`src/rtl/clk_switch_ctrl_pkg.sv`:
```
`default_nettype none
// ============================================================================
//  Module   : clk_switch_ctrl_pkg
//  Purpose  : Shared state encoding and source encoding for the clock-switch
//             sequencer.
//  Revision : 1.0 - initial release
// ============================================================================
package clk_switch_ctrl_pkg;

  // Sequencer states; REVERT is only reachable in timeout-enabled builds
  typedef enum logic [2:0] {
    INIT   = 3'd0,
    IDLE   = 3'd1,
    GATE   = 3'd2,
    SWITCH = 3'd3,
    SETTLE = 3'd4,
    REVERT = 3'd5
  } state_e;

  // Clock source encoding on sel / cur_src / req_src
  localparam logic SRC_A = 1'b0;
  localparam logic SRC_B = 1'b1;

endpackage : clk_switch_ctrl_pkg
`default_nettype wire

```
`src/rtl/clk_switch_ctrl_sync_2ff.sv`:
```
`default_nettype none
// ============================================================================
//  Module   : sync_2ff
//  Purpose  : Single-bit two-flop synchroniser into the clk domain, async
//             active-low reset to 0.
//  Revision : 1.0 - initial release
// ============================================================================
module sync_2ff (
  input  logic clk,
  input  logic rstn,
  input  logic d,
  output logic q
);

  logic r_meta;
  logic r_q;

  // First stage may go metastable; second stage gives a settled copy
  always_ff @(posedge clk or negedge rstn) begin
    if (!rstn) begin
      r_meta <= 1'b0;
      r_q    <= 1'b0;
    end else begin
      r_meta <= d;
      r_q    <= r_meta;
    end
  end

  assign q = r_q;

endmodule : sync_2ff
`default_nettype wire

```
`src/rtl/clk_switch_ctrl.sv`:
```
`default_nettype none
// ============================================================================
//  Module   : clk_switch_ctrl
//  Purpose  : Sequencer for a glitch-free two-source clock switch. Gates the
//             downstream clock enable, moves the switch select, waits for the
//             switch's synchronised active flags to confirm, then re-enables.
//  Options  : CLK_SWITCH_CTRL_TIMEOUT_EN - bound the wait for confirmation;
//             on expiry revert sel to the old source and report err.
//  Revision : 1.0 - initial release
// ============================================================================
module clk_switch_ctrl
  import clk_switch_ctrl_pkg::*;
#(
  parameter int unsigned QUIESCE_CYC = 4,
  parameter int unsigned TIMEOUT_CYC = 256,
  parameter int unsigned CNT_W       = 9
) (
  input  logic clk,
  input  logic rstn,
  input  logic req_valid,
  input  logic req_src,
  output logic req_ready,
  input  logic act_A,
  input  logic act_B,
  output logic sel,
  output logic clk_en,
  output logic cur_src,
  output logic busy,
  output logic done,
  output logic err
);

  localparam logic [CNT_W-1:0] C_QUIESCE_LAST = CNT_W'(QUIESCE_CYC - 1);
  localparam int unsigned      C_CNT_MAX_I    = (QUIESCE_CYC > TIMEOUT_CYC) ? QUIESCE_CYC : TIMEOUT_CYC;
  localparam logic [CNT_W-1:0] C_CNT_MAX      = CNT_W'(C_CNT_MAX_I);
`ifdef CLK_SWITCH_CTRL_TIMEOUT_EN
  localparam logic [CNT_W-1:0] C_TIMEOUT_LAST = CNT_W'(TIMEOUT_CYC - 1);
`endif

  logic       w_sa;
  logic       w_sb;

  state_e     r_state,   w_state_nxt;
  logic [CNT_W-1:0] r_cnt, w_cnt_nxt;
  logic       r_tgt,     w_tgt_nxt;
  logic       r_sel,     w_sel_nxt;
  logic       r_clk_en,  w_clk_en_nxt;
  logic       r_cur_src, w_cur_src_nxt;
  logic       r_done,    w_done_nxt;
`ifdef CLK_SWITCH_CTRL_TIMEOUT_EN
  logic       r_err,     w_err_nxt;
  logic       r_fail,    w_fail_nxt;
  logic       w_old_conf;
`endif
  logic       w_tgt_conf;
  logic [CNT_W-1:0] w_cnt_inc;

  sync_2ff u_sync_a (.clk(clk), .rstn(rstn), .d(act_A), .q(w_sa));
  sync_2ff u_sync_b (.clk(clk), .rstn(rstn), .d(act_B), .q(w_sb));

  // Saturating increment keeps the counter from wrapping on a long wait
  assign w_cnt_inc  = (r_cnt == C_CNT_MAX) ? r_cnt : r_cnt + CNT_W'(1);
  // Target branch running and the other branch fully stopped
  assign w_tgt_conf = (w_sb == r_tgt) && (w_sa == ~r_tgt);
`ifdef CLK_SWITCH_CTRL_TIMEOUT_EN
  assign w_old_conf = (w_sb == r_cur_src) && (w_sa == ~r_cur_src);
`endif

  // State and output registers; reset parks in INIT with the clock gated
  always_ff @(posedge clk or negedge rstn) begin
    if (!rstn) begin
      r_state   <= INIT;
      r_cnt     <= '0;
      r_tgt     <= SRC_A;
      r_sel     <= SRC_A;
      r_clk_en  <= 1'b0;
      r_cur_src <= SRC_A;
      r_done    <= 1'b0;
`ifdef CLK_SWITCH_CTRL_TIMEOUT_EN
      r_err     <= 1'b0;
      r_fail    <= 1'b0;
`endif
    end else begin
      r_state   <= w_state_nxt;
      r_cnt     <= w_cnt_nxt;
      r_tgt     <= w_tgt_nxt;
      r_sel     <= w_sel_nxt;
      r_clk_en  <= w_clk_en_nxt;
      r_cur_src <= w_cur_src_nxt;
      r_done    <= w_done_nxt;
`ifdef CLK_SWITCH_CTRL_TIMEOUT_EN
      r_err     <= w_err_nxt;
      r_fail    <= w_fail_nxt;
`endif
    end
  end

  // Next-state and next-output decode; pulses default low each cycle
  always_comb begin
    w_state_nxt   = r_state;
    w_cnt_nxt     = r_cnt;
    w_tgt_nxt     = r_tgt;
    w_sel_nxt     = r_sel;
    w_clk_en_nxt  = r_clk_en;
    w_cur_src_nxt = r_cur_src;
    w_done_nxt    = 1'b0;
`ifdef CLK_SWITCH_CTRL_TIMEOUT_EN
    w_err_nxt     = 1'b0;
    w_fail_nxt    = r_fail;
`endif
    case (r_state)
      INIT: begin
        w_clk_en_nxt = 1'b0;
        if (w_sa && !w_sb) begin
          w_clk_en_nxt = 1'b1;
          w_state_nxt  = IDLE;
        end
      end
      IDLE: begin
        if (req_valid) begin
          if (req_src == r_cur_src) begin
            w_done_nxt = 1'b1;
          end else begin
            w_tgt_nxt    = req_src;
            w_clk_en_nxt = 1'b0;
            w_cnt_nxt    = '0;
            w_state_nxt  = GATE;
`ifdef CLK_SWITCH_CTRL_TIMEOUT_EN
            w_fail_nxt   = 1'b0;
`endif
          end
        end
      end
      GATE: begin
        if (r_cnt == C_QUIESCE_LAST) begin
          w_sel_nxt   = r_tgt;
          w_cnt_nxt   = '0;
          w_state_nxt = SWITCH;
        end else begin
          w_cnt_nxt = w_cnt_inc;
        end
      end
      SWITCH: begin
        if (w_tgt_conf) begin
          w_cur_src_nxt = r_tgt;
          w_cnt_nxt     = '0;
          w_state_nxt   = SETTLE;
        end
`ifdef CLK_SWITCH_CTRL_TIMEOUT_EN
        else if (r_cnt == C_TIMEOUT_LAST) begin
          w_sel_nxt   = r_cur_src;
          w_cnt_nxt   = '0;
          w_state_nxt = REVERT;
        end else begin
          w_cnt_nxt = w_cnt_inc;
        end
`endif
      end
`ifdef CLK_SWITCH_CTRL_TIMEOUT_EN
      REVERT: begin
        if (w_old_conf) begin
          w_cnt_nxt   = '0;
          w_fail_nxt  = 1'b1;
          w_state_nxt = SETTLE;
        end
      end
`endif
      SETTLE: begin
        if (r_cnt == C_QUIESCE_LAST) begin
          w_clk_en_nxt = 1'b1;
          w_state_nxt  = IDLE;
`ifdef CLK_SWITCH_CTRL_TIMEOUT_EN
          w_err_nxt    = r_fail;
          w_done_nxt   = ~r_fail;
`else
          w_done_nxt   = 1'b1;
`endif
        end else begin
          w_cnt_nxt = w_cnt_inc;
        end
      end
      default: begin
        w_clk_en_nxt = 1'b0;
        w_state_nxt  = INIT;
      end
    endcase
  end

  assign sel       = r_sel;
  assign clk_en    = r_clk_en;
  assign cur_src   = r_cur_src;
  assign done      = r_done;
  assign busy      = (r_state != IDLE);
  assign req_ready = (r_state == IDLE);
`ifdef CLK_SWITCH_CTRL_TIMEOUT_EN
  assign err       = r_err;
`else
  assign err       = 1'b0;
`endif

endmodule : clk_switch_ctrl
`default_nettype wire

```
`config.mk`:
```
export PLATFORM = sky130hd
export DESIGN_NAME = clk_switch_ctrl
export DESIGN_NICKNAME = d
export VERILOG_FILES = /design/src/rtl/clk_switch_ctrl_pkg.sv /design/src/rtl/clk_switch_ctrl_sync_2ff.sv /design/src/rtl/clk_switch_ctrl.sv
export SDC_FILE = /design/constraint.sdc
export NUM_CORES = 1
export LEC_CHECK = 0
export BUFFER_PORTS_ARGS = -buffer_cell sky130_fd_sc_hd__buf_2
export CAP_MARGIN = 10
export CORE_MARGIN = 8
export CORE_UTILIZATION = 42
export DETAILED_ROUTE_END_ITERATION = 12
export GPL_TIMING_DRIVEN = 0
export SKIP_LAST_GASP = 1
export SLEW_MARGIN = 20
export SYNTH_ARGS = -nofsm -noshare
export SYNTH_HDL_FRONTEND = slang
export SYNTH_SLANG_ARGS = --single-unit
```
`constraint.sdc`:
```
create_clock -name clk -period 2.65 [get_ports clk]
set_input_delay 0.3975 -clock clk [delete_from_list [all_inputs] [get_ports clk]]
set_output_delay 0.3975 -clock clk [all_outputs]
set_load 0.03 [all_outputs]
```
Word-level counts from Yosys, hierarchy flattened
Index checks and enable logic that the tools add are counted.

$add $sub $neg: 1. Equality and inequality tests: 17. Multiplexer cells: 23. Bitwise gates (word level): 3. Reductions and logical operators: 12.

Operator list (count): 2-to-1 mux 9 bit (6); case mux 9 bit (4 select lines) (1); 2-to-1 mux 3 bit (6); case mux 3 bit (5 select lines) (1); != test 2 bit (second input constant) (7); adder 9 x 1 -> 9 bit (second input constant) (1); equality test 9 x 2 -> 1 bit (second input constant) (1); equality test 9 bit (second input constant) (1); 2-to-1 mux 1 bit (7); equality test 3 x 2 -> 1 bit (second input constant) (2); AND reduction 6 bit (1); AND reduction 5 bit (1); case mux 1 bit (4 select lines) (1); AND reduction 2 bit (2); AND reduction 4 bit (1); nonzero test 4 bit (1); equality test 1 bit (3); equality test 3 x 1 -> 1 bit (second input constant) (1); equality test 3 bit (second input constant) (1); logical NOT 3 bit (1); != test 3 x 1 -> 1 bit (second input constant) (1); inverter 1 bit (3); AND reduction 3 bit (1); logical AND 1 bit (2); 3 further kinds (3).

Bits in registers: 21. Input port bits: 6. Output and inout bits: 7. Word-level logic and storage cells: 67.

Longest topological paths before layout
Word-level depth: 5. Gate-level depth with buffers: 6. Gate-level depth less buffers: 6.

By module
From an unflattened synthesis, not the netlist that was laid out.

Cells, all modules: 124. Area total of the unflattened synthesis: 1196.1 um^2.

By module, submodules not included: clk_switch_ctrl (instances 1, cells each 120, area an instance 1096.1 um^2, seq. area each 425.4 um^2); sync_2ff (instances 2, cells each 2, area an instance 50.0 um^2, seq. area each 50.0 um^2).

Worst setup path after synthesis
OpenSTA, ideal clock, no wires.

Path type: register to register. Start: reg r_cnt[0]. End: reg r_cnt[0]. Setup time: 0.125 ns. Data arrival time: 1.835 ns. Required time: 2.525 ns. Slack: 0.690 ns. Cell stages (with the launch flop): 7. Period minus slack after synthesis: 1.960 ns. Path through: dfrtp_1 ha_1 or4b_4 or2_4 a21oi_4 o21ai_2 mux2_4.

Cells in the longest elaborated chain, start to end: 4.

RTL lines: start: declaration (line clk_switch_ctrl.sv:44) `logic [CNT_W-1:0] r_cnt, w_cnt_nxt;`; start signal: assignment (line clk_switch_ctrl.sv:85) `r_cnt <= w_cnt_nxt;`; adder 9 x 1 -> 9 bit / equality test 9 bit (equally long branches) (line clk_switch_ctrl.sv:62) `assign w_cnt_inc = (r_cnt == C_CNT_MAX) ? r_cnt : r_cnt + CNT_W'(1);`; 2-to-1 mux 9 bit (line clk_switch_ctrl.sv:62); 2-to-1 mux 9 bit (on tied branches) (line clk_switch_ctrl.sv:169, clk_switch_ctrl.sv:135); case mux 9 bit (4 select lines) (line clk_switch_ctrl.sv:111) `case (r_state)`.

Parallel ways exist; a longest one is shown, timed or not. The select of a mux whose other input is x is not followed. A chain may end at the register's enable or synchronous reset.

Worst setup path in the final report
Start: reg r_cnt[0]. End: reg r_cnt[2].

The elaborated chain is that of the path after synthesis.

==> metrics.cfg <==
[status]
status = finished, final reports clean

[setup_path]
cpPeakStageDelay_ns = 0.49
arrival_ns = 2.36
reg2reg_to = r_cnt[2]$_DFFE_PN0P_
slowest_stage = or4b_4
r2r_slack_ns = 0.46
path_cells = ha_1 > or4b_4 > or2_4 > a21oi_4 > nand2b_2 > o221ai_1
start_kind = register
crit_fanout = 9
path_class = reg2reg
ff2ff_path_depth = 6
crit_path_end_kind = register
cp.required_ns = 2.82
r2r_start = r_cnt[0]$_DFFE_PN0P_

[synthesis]
syn_nets = 125
synth_ff_type = dfrtp_1
ys_ff_latch = 21
netlist_instances = 117
async_flop_share_pct = 100
avgSynthCellArea_um2 = 10.1
syn-cell-area_um2 = 1180
ys_seq_area_share_pct = 44.7
synth_cell_types = 39
ys_warn_count = 0
synth_edf_count = 0

[sta]
fmax_mhz = 457
hold_slack_ns = 0.0386
fin_worst_skew_ns = 0.000688
setup_viol = 0
maxSlewViolCount = 0
rsz0062_at_grt = no
relSlewSlack_pct = 51.7
fin_tns_setup_ns = 0
min_period_over_period_pct = 82.5
period_minus_slack_ns = 2.19
worstMarginPinSlew_ns = 0.720
hold_viol = 0

[floorplan]
core-area_um2 = 2710
dieArea_um2 = 4750
die_h_um = 68.9
io_pins = 13
die_w_um = 68.9
start_util_pct = 43.4
rows = 19

[pwr]
p_comb_share_pct = 54.7
power.leakage_nw = 0.568
power_density_nw_per_um2 = 1000
p_int_mw = 0.721
power.share.clock_pct = 11.8
p_switching_mw = 0.579
finalPower_mw = 1.30
sequentialPowerShare_pct = 33.5
switching_share_pct = 44.6
ir_worst_vdd_mv = 0.689

[final_layout]
finalNonFillerCells = 163
diodes = 0
fillers = 247
nets = 141
drive_gt1_share_pct = 24.2
syn2layout_area_growth_pct = 10.3

[clocking]
cts_tree = done
clock_latency_ns = 0.30
cts_resized = 0
numCtsBuffers = 3
hold_buffers = 0
cts.sinks = 21
clk_path_buf_depth = 2
cts-root-buf = clkbuf_4
cts.reportedPaths.clkPinSlew_ns = 0.12
ctsHtreeMaxLevel = 1
postCtsSetupRepairBufs = 0

[drt]
wl_per_cell_um = 13.9
ant_nets = 0
avgViaCountPerCell = 5.55
drc_errors = 0
routed_wl_mm = 2.27
first_pass_iters = 4
vias = 905
drt-initial-drc-count = 37

[grt]
grt_start_max_net_pins = 22
grt_pass1_wl_mm = 4.06
grt_use_total_pct = 11.0
first_global_vias = 926
grt-ovfl-total = 0
antenna_found_initial = 0

[placement]
dpl.cell_count = 159
hpwlAfterDp_mm = 1.72
place.gp.congestion = 0.839
portBuffers = 11

[hold_path]
hp-class = in2async

[job]
drv_cap = 0

synthesized netlist by cell type (2+ instances only):
library cell,n,share of area [%]
dfrtp_1,21,45
o21ai_0,15,6.4
nand2b_1,8,4.3
and3_1,6,3.2
a21oi_1,5,2.1
inv_1,5,1.6
nand2_1,5,1.6
o2bb2ai_1,5,3.7
nor2_1,4,1.3
nor2b_1,4,2.1
buf_2,3,1.3
nor3_1,3,1.3
a211oi_1,2,1.3
a22o_1,2,1.5
ha_1,2,2.1
mux2_2,2,1.9
nand3_1,2,0.85
o21ai_1,2,0.85
cell families after synthesis:
logic type | count (synthesis) | share of synthesized area, %
and+or+nand+nor | 41 | 22.3
adders and majority gates | 2 | 2.13
DFF | 21 | 44.7
muxes | 3 | 3.19
xor gates and xnor gates | 1 | 0.745
other | 1 | 0.319
buffers and inverters | 9 | 3.51
AOI/OAI and AO/OA | 39 | 23.1
per-stage QoR:
step           setup slack (ns)  utilization [%]  cell area, um^2
2_1_floorplan             0.690                -             1180
3_3_place_gp              0.489             46.9             1270
3_5_place_dp              0.480             46.9             1270
4_1_cts                   0.450             47.9             1300
5_1_grt                   0.318             47.9             1300
6_report                  0.463             47.9             1300
worst max path at each step:
stage	startpoint	end	depth (start not counted)
after floorplan	r_cnt[0]$_DFFE_PN0P_	r_cnt[0]$_DFFE_PN0P_	6
after global placement	r_cnt[0]$_DFFE_PN0P_	r_cnt[2]$_DFFE_PN0P_	6
after detailed placement	r_cnt[0]$_DFFE_PN0P_	r_cnt[2]$_DFFE_PN0P_	6
after CTS	r_cnt[0]$_DFFE_PN0P_	r_cnt[2]$_DFFE_PN0P_	6
after global routing	r_cnt[0]$_DFFE_PN0P_	r_cnt[2]$_DFFE_PN0P_	6
final	r_cnt[0]$_DFFE_PN0P_	r_cnt[2]$_DFFE_PN0P_	6
layer usage:
metal,routed length (um),global-route usage (%),vias to the layer above
met1,1050,14.1,446
met4,21,3.76,0
met3,82,2.58,2
met5,0,0,-
li1,-,-,451
met2,1110,17.6,6
worst max-delay path: cells and delay by family, from the launching register on:
| kind | cells | cell delay (ns) |
|---|---|---|
| AOI/OAI and AO/OA | 2 | 0.40 |
| adders and majority gates | 1 | 0.24 |
| DFF | 1 | 0.42 |
| and+or+nand+nor | 3 | 1.01 |
final cells by class:
class,instances,area [um^2],area share [%]
Multi-Input combinational cell,87,609,47.0
Clock inverter,1,5.00,0.386
Inverter,5,18.8,1.45
Buffer,4,22.5,1.74
Clock buffer,3,22.5,1.74
Sequential cell,21,526,40.5
Tap cell,31,38.8,2.99
Timing Repair Buffer,11,55.1,4.24
flip-flops by register name, summed over array words and instances, names as in the netlist:
name             cells
r_cnt                9
r_state              3
clk_en               1
cur_src              1
done                 1
r_tgt                1
sel                  1
u_sync_a.q           1
u_sync_a.r_meta      1
u_sync_b.q           1
u_sync_b.r_meta      1
power by group through the flow:
stage,sequential [mW],clock (mW),combinational [mW]
finish,0.436,0.153,0.711
detailed placement,0.443,0,0.713
floorplan,0.471,0,0.527
global placement,0.440,0,0.696
CTS,0.437,0.162,0.717
global route,0.444,0.172,0.808
placed cells by master, fill, tap and decap left out, types with 2 or more instances in the layout:
| cell type | count |
|---|---|
| clkbuf_4 | 3 |
| a22o_1 | 2 |
| nor2b_1 | 4 |
| nand3_1 | 2 |
| a21oi_1 | 5 |
| buf_2 | 14 |
| o21ai_1 | 2 |
| and3_1 | 6 |
| o2bb2ai_1 | 5 |
| nand2b_1 | 8 |
| inv_1 | 5 |
| dfrtp_1 | 21 |
| nor2_1 | 4 |
| ha_1 | 2 |
| mux2_2 | 2 |
| o21ai_0 | 15 |
| nand2_1 | 5 |
| nor3_1 | 3 |
| a211oi_1 | 2 |
No activity file was read; power rests on OpenSTA's default activity.
